--- src/rtl/wb_pkg.sv ---
// Shared writeback-stage definitions: load funct3 encodings and default datapath types.
package wb_pkg;
  localparam int WB_XLEN  = 32;
  localparam int WB_NREGS = 32;

  localparam logic [2:0] LT_LB  = 3'b000;
  localparam logic [2:0] LT_LH  = 3'b001;
  localparam logic [2:0] LT_LW  = 3'b010;
  localparam logic [2:0] LT_LD  = 3'b011;
  localparam logic [2:0] LT_LBU = 3'b100;
  localparam logic [2:0] LT_LHU = 3'b101;
  localparam logic [2:0] LT_LWU = 3'b110;

  typedef logic [$clog2(WB_NREGS)-1:0] reg_tag_t;
  typedef logic [WB_XLEN-1:0]          xword_t;
endpackage

--- src/rtl/load_align.sv ---
// Combinational load lane select and sign/zero extension.
module load_align
  import wb_pkg::*;
#(
  parameter int XLEN = WB_XLEN,
  localparam int OW  = $clog2(XLEN/8)
) (
  input  logic [XLEN-1:0] word,
  input  logic [OW-1:0]   offset,
  input  logic [2:0]      load_type,
  output logic [XLEN-1:0] data
);
  // Misaligned halves/words round the offset down instead of trapping.
  logic [OW-1:0] off_h, off_w;
  logic [7:0]    b;
  logic [15:0]   h;
  logic [31:0]   w;

  assign off_h = offset & ~OW'(1);
  assign off_w = offset & ~OW'(3);
  assign b = word[{offset, 3'b000} +: 8];
  assign h = word[{off_h,  3'b000} +: 16];
  assign w = word[{off_w,  3'b000} +: 32];

  always_comb begin
    data = word;
    case (load_type)
      LT_LB:   data = XLEN'($signed(b));
      LT_LBU:  data = XLEN'(b);
      LT_LH:   data = XLEN'($signed(h));
      LT_LHU:  data = XLEN'(h);
      LT_LW:   data = XLEN'($signed(w));
      LT_LWU:  data = XLEN'(w);
      LT_LD:   data = word;
      default: data = word;
    endcase
  end
endmodule

--- src/rtl/stage5_writeback.sv ---
// Writeback stage: result select, register file with write-first bypass, instret counter.
module stage5_writeback
  import wb_pkg::*;
#(
  parameter int XLEN  = WB_XLEN,
  parameter int NREGS = WB_NREGS,
  parameter int NREAD = 2,
  localparam int AW   = $clog2(NREGS),
  localparam int OW   = $clog2(XLEN/8)
) (
  input  logic                  clock,
  input  logic                  reset_n,
  input  logic                  stall,
  input  logic                  valid,
  input  logic                  write_rd,
  input  logic                  is_load,
  input  logic                  is_link,
  input  logic [2:0]            load_type,
  input  logic [AW-1:0]         rd,
  input  logic [XLEN-1:0]       alu_output,
  input  logic [XLEN-1:0]       link_addr,
  input  logic [XLEN-1:0]       mem_rdata,
  input  logic [NREAD*AW-1:0]   rs_addr,
  output logic [NREAD*XLEN-1:0] rs_data,
  output logic [XLEN-1:0]       rd_value,
  output logic                  commit,
  output logic [63:0]           instret
);
  logic [XLEN-1:0] regs [NREGS];
  logic [XLEN-1:0] load_data;
  logic [63:0]     instret_q;
  logic            wr_en;

  load_align #(.XLEN(XLEN)) u_align (
    .word      (mem_rdata),
    .offset    (alu_output[OW-1:0]),
    .load_type (load_type),
    .data      (load_data)
  );

  assign commit   = valid & ~stall;
  assign wr_en    = commit & write_rd & (rd != '0);
  assign rd_value = is_load ? load_data : (is_link ? link_addr : alu_output);
  assign instret  = instret_q;

  always_ff @(posedge clock or negedge reset_n) begin
    if (!reset_n) begin
      for (int i = 0; i < NREGS; i++) regs[i] <= '0;
      instret_q <= '0;
    end else begin
      if (wr_en)  regs[rd]  <= rd_value;
      if (commit) instret_q <= instret_q + 64'd1;
    end
  end

  // x0 is never written, but the zero check keeps reads independent of array contents.
  for (genvar p = 0; p < NREAD; p++) begin : g_rd
    logic [AW-1:0] a;
    assign a = rs_addr[p*AW +: AW];
    assign rs_data[p*XLEN +: XLEN] = (a == '0)                  ? '0       :
                                     (wr_en && rd == a)         ? rd_value :
                                                                  regs[a];
  end
endmodule
--- config.mk ---
export PLATFORM = sky130hd
export DESIGN_NAME = stage5_writeback
export DESIGN_NICKNAME = d
export VERILOG_FILES = /design/src/rtl/wb_pkg.sv /design/src/rtl/load_align.sv /design/src/rtl/stage5_writeback.sv
export SDC_FILE = /design/constraint.sdc
export NUM_CORES = 2
export LEC_CHECK = 0
export ABC_CLOCK_PERIOD_IN_PS = 5110
export CORE_ASPECT_RATIO = 1.5
export CORE_MARGIN = 4
export CORE_UTILIZATION = 35
export CTS_CLUSTER_DIAMETER = 60
export DETAILED_ROUTE_END_ITERATION = 8
export SYNTH_ARGS = -nofsm -noshare
export SYNTH_HDL_FRONTEND = slang
export SYNTH_SLANG_ARGS = --single-unit
--- constraint.sdc ---
create_clock -name clock -period 5.11 [get_ports clock]
set_input_delay 1.022 -clock clock [delete_from_list [all_inputs] [get_ports clock]]
set_output_delay 1.022 -clock clock [all_outputs]
set_load 0.03 [all_outputs]
==> flow_metrics.tcl <==
set metrics [dict create \
    status "complete, no violations" \
    crit_arrival_ns 4.00 \
    startpoint_type "primary input" \
    synth_edf_count 0 \
    place_hpwl_um 149000 \
    setup_slack_ns 0.0902 \
    vias_per_cell 5.96 \
    netlist-cell-type-count 72 \
    cts_hold_buf 0 \
    yosys.area_share.adder_pct 0.0218 \
    synth_top_family_by_area "multiplexers" \
    firstDrtPassIters 6 \
    finalHoldViolCount 0 \
    synthToLayoutAreaGrowth_pct 19.2 \
    grt_pass1_wl_um 322000 \
    r2r-start "instret[25]$_DFFE_PN0N_" \
    syn_area_um2 57300 \
    reg2reg_depth 5 \
    cp_max_fo 14 \
    fillers 15222 \
    power_uw 22300 \
    max_freq_ghz 0.199 \
    synthCells 5301 \
    antenna_found_initial 6 \
    setup_viol 0 \
    async_flop_share_pct 100 \
    yosys.area_share.simple_pct 10.4 \
    grt_pass1_vias 46281 \
    remaining_drc_errors 0 \
    crit_required_ns 4.09 \
    cts_root_buf "clkbuf_16" \
    vias 45817 \
    cts_tree "built" \
    postRouteAntennaNets 0 \
    yosysWarnings 0 \
    fin_nets 5622 \
    io_buffers 281 \
    min_path_type "in2async" \
    rsz0062_at_grt "false" \
    row_count 181 \
    worst_pin_slew_ns 1.22 \
    fin_worst_skew_ns 0.0168 \
    power.leakage_uw 0.0292 \
    place_area_um2 64600 \
    path_class "in2out" \
    die_w_um 338 \
    dp_slack_ns -0.235 \
    syn-num-nets 5423 \
    core_um2 162000 \
    cellPowerDensity_nw_per_um2 327 \
    cap_violations 0 \
    drt_iter0_drc 4687 \
    clk_pin_slew_ns 0.06 \
    min_period_ns 5.02 \
    slew_headroom_pct 18.4 \
    clock_latency_ns 0.74 \
    ios 282 \
    fp.dieH_um 503 \
    syn_area_per_cell_um2 10.8 \
    ir_drop_mv 0.256 \
    synth_xor_area_share_pct 1.12 \
    cts.htree.levels 3 \
    drive_above_1_share_pct 22.3 \
    grtUsageTotal_pct 25.5 \
    muxShareOfSynthArea_pct 22.4 \
    report.final.slew_viol_count 0 \
    critPathCaptureType "primary output" \
    globalplace.congestion 0.898 \
    wl_um 220000 \
    fin_area_um2 68300 \
    routedWlPerCell_um 28.6 \
    synth_ff_type "dfrtp_1" \
    synth_compound_area_share_pct 14.0 \
    start_util_pct 35.3 \
    ys_seq_elements 1088 \
    cts_buffers 111 \
    cts.sinks 1088 \
    grt-ovfl-total 0 \
    tns_ns 0 \
    yosysSeqAreaShare_pct 47.5 \
    grt_start_max_net_pins 117 \
    worst_r2r_endpoint "instret[43]$_DFFE_PN0N_" \
    fin_crit_sh_pct 98.2 \
    cts_buffer_depth 3 \
    fin_hold_ws_ns 0.349 \
    die_area_um2 170000 \
    regToRegSetupSlack_ns 2.58 \
]
[logic make-up (layout without fill, tap and decap cells)]
| kind of cell | Yosys count | in the layout |
|---|---|---|
| buffers and inverters | 601 | 886 |
| multiplexers | 707 | 707 |
| XOR/XNOR | 73 | 73 |
| flip-flops | 1088 | 1088 |
| other | 0 | 3 |
| adder cells (fa/ha/maj) | 1 | 1 |
| AND/OR/NAND/NOR | 1435 | 1435 |
| AO/OA/AOI/OAI | 1396 | 1396 |
[synth_stat cells (8+ instances only)]
cell	number	area [um2]
a21oi_1	25	125
mux4_2	448	10100
mux2_2	100	1130
a21o_1	9	67.6
nor3_1	37	185
a221oi_1	48	420
nand4_1	33	206
nand2_1	1115	4190
clkbuf_2	29	145
o21ai_1	10	50.1
nand3_1	49	245
mux2i_1	159	1590
dfrtp_1	1088	27200
nor4_1	8	50.1
and4_1	16	140
nor2b_1	15	93.8
buf_4	15	113
nor2_1	91	342
o211ai_1	14	105
a221o_1	23	230
a31oi_1	12	75.1
o21ai_0	1051	5260
o22ai_1	37	231
o2111ai_1	10	87.6
o32a_1	9	90.1
a22o_1	40	350
and2_1	13	81.3
inv_1	45	169
xnor2_1	35	307
nand2b_1	11	68.8
buf_2	76	380
clkbuf_1	394	1480
a211oi_1	15	113
a22oi_1	32	240
nand4b_1	10	87.6
and3_1	8	50.1
buf_1	23	86.3
buf_6	14	158
o221ai_1	27	236
xor2_1	38	333
[cells in the final DEF, fill, tap and decap left out, types with 21 or more instances in the layout]
cell,count
nand2_1,1111
dfrtp_1,1088
o21ai_0,1044
mux4_2,448
buf_4,346
clkdlybuf4s50_1,173
mux2i_1,159
clkbuf_16,112
buf_12,111
mux2_2,100
nor2_1,83
a221oi_1,47
inv_1,44
a22o_1,40
nand3_1,38
xor2_1,38
nor3_1,37
o22ai_1,37
xnor2_1,35
nand4_1,33
a22oi_1,32
clkbuf_8,26
a21oi_1,25
a221o_1,23
clkbuf_1,22
o221ai_1,21
[how the worst max path moves through the flow]
| stage | start | to | slack [ns] | cells past startpoint |
|---|---|---|---|---|
| 3_3_place_gp | write_rd | rs_data[10] | -0.38 | 9 |
| 3_5_place_dp | write_rd | rs_data[10] | -0.23 | 9 |
| 4_1_cts | alu_output[1] | rs_data[23] | 0.11 | 8 |
| 6_report | load_type[2] | rs_data[30] | 0.09 | 10 |
| 2_1_floorplan | rs_addr[0] | rs_data[31] | 0.84 | 10 |
| 5_1_grt | alu_output[1] | rs_data[23] | 0.03 | 8 |
[routing by layer]
metal	GRT usage [%]	part of all wire [%]
met1	30.5	36
met2	41.1	46
met3	5.24	8.7
met4	18.5	8.8
met5	0	0
[sequential cells by signal, summed over array words and instances (netlist names)]
| register | flops |
|---|---|
| regs | 1024 |
| instret | 64 |
[timing repair]
action / CTS / global route
gates cloned: 0 / 0
hold endpoints to repair: 0 / 0
pin swaps: 1 / 0
resized for setup: 1 / 2
buffers inserted: 1 / 0
setup endpoints to repair: 24 / 2
[worst max-delay path: stages]
cell             delay [ns]
clkdlybuf4s50_1        0.45
or3b_2                 0.47
a31oi_1                0.17
and2_1                 0.34
buf_12                 0.24
nor2_2                 0.07
inv_1                  0.33
a21oi_1                0.12
a21oi_1                0.55
buf_12                 0.20
[cell type report]
cell class                      count  area [um2]  share of cell area, %
Inverter                           48         180                  0.264
Tap cell                         2104        2630                   3.85
Clock inverter                     39         462                  0.676
Timing Repair Buffer              639        6660                   9.75
Antenna cell                        3        7.51                 0.0110
Sequential cell                  1088       27200                   39.9
Multi-Input combinational cell   3612       27900                   40.8
Clock buffer                      160        3240                   4.75
[through the flow]
stage          instances  util [%]
2_1_floorplan       5301         -
3_3_place_gp        7490      39.8
3_5_place_dp        7490      39.8
4_1_cts             7690      42.0
5_1_grt             7691      42.1
6_report            7693      42.1
[power breakdown]
group	internal [uW]	leakage, uW	switching [uW]	total, uW
clock network	4800	0.00181	3620	8430
logic	1740	0.0125	2270	4010
registers	9320	0.0148	560	9880
total	15900	0.0292	6460	22300
Power figures use the tool's default switching activity.
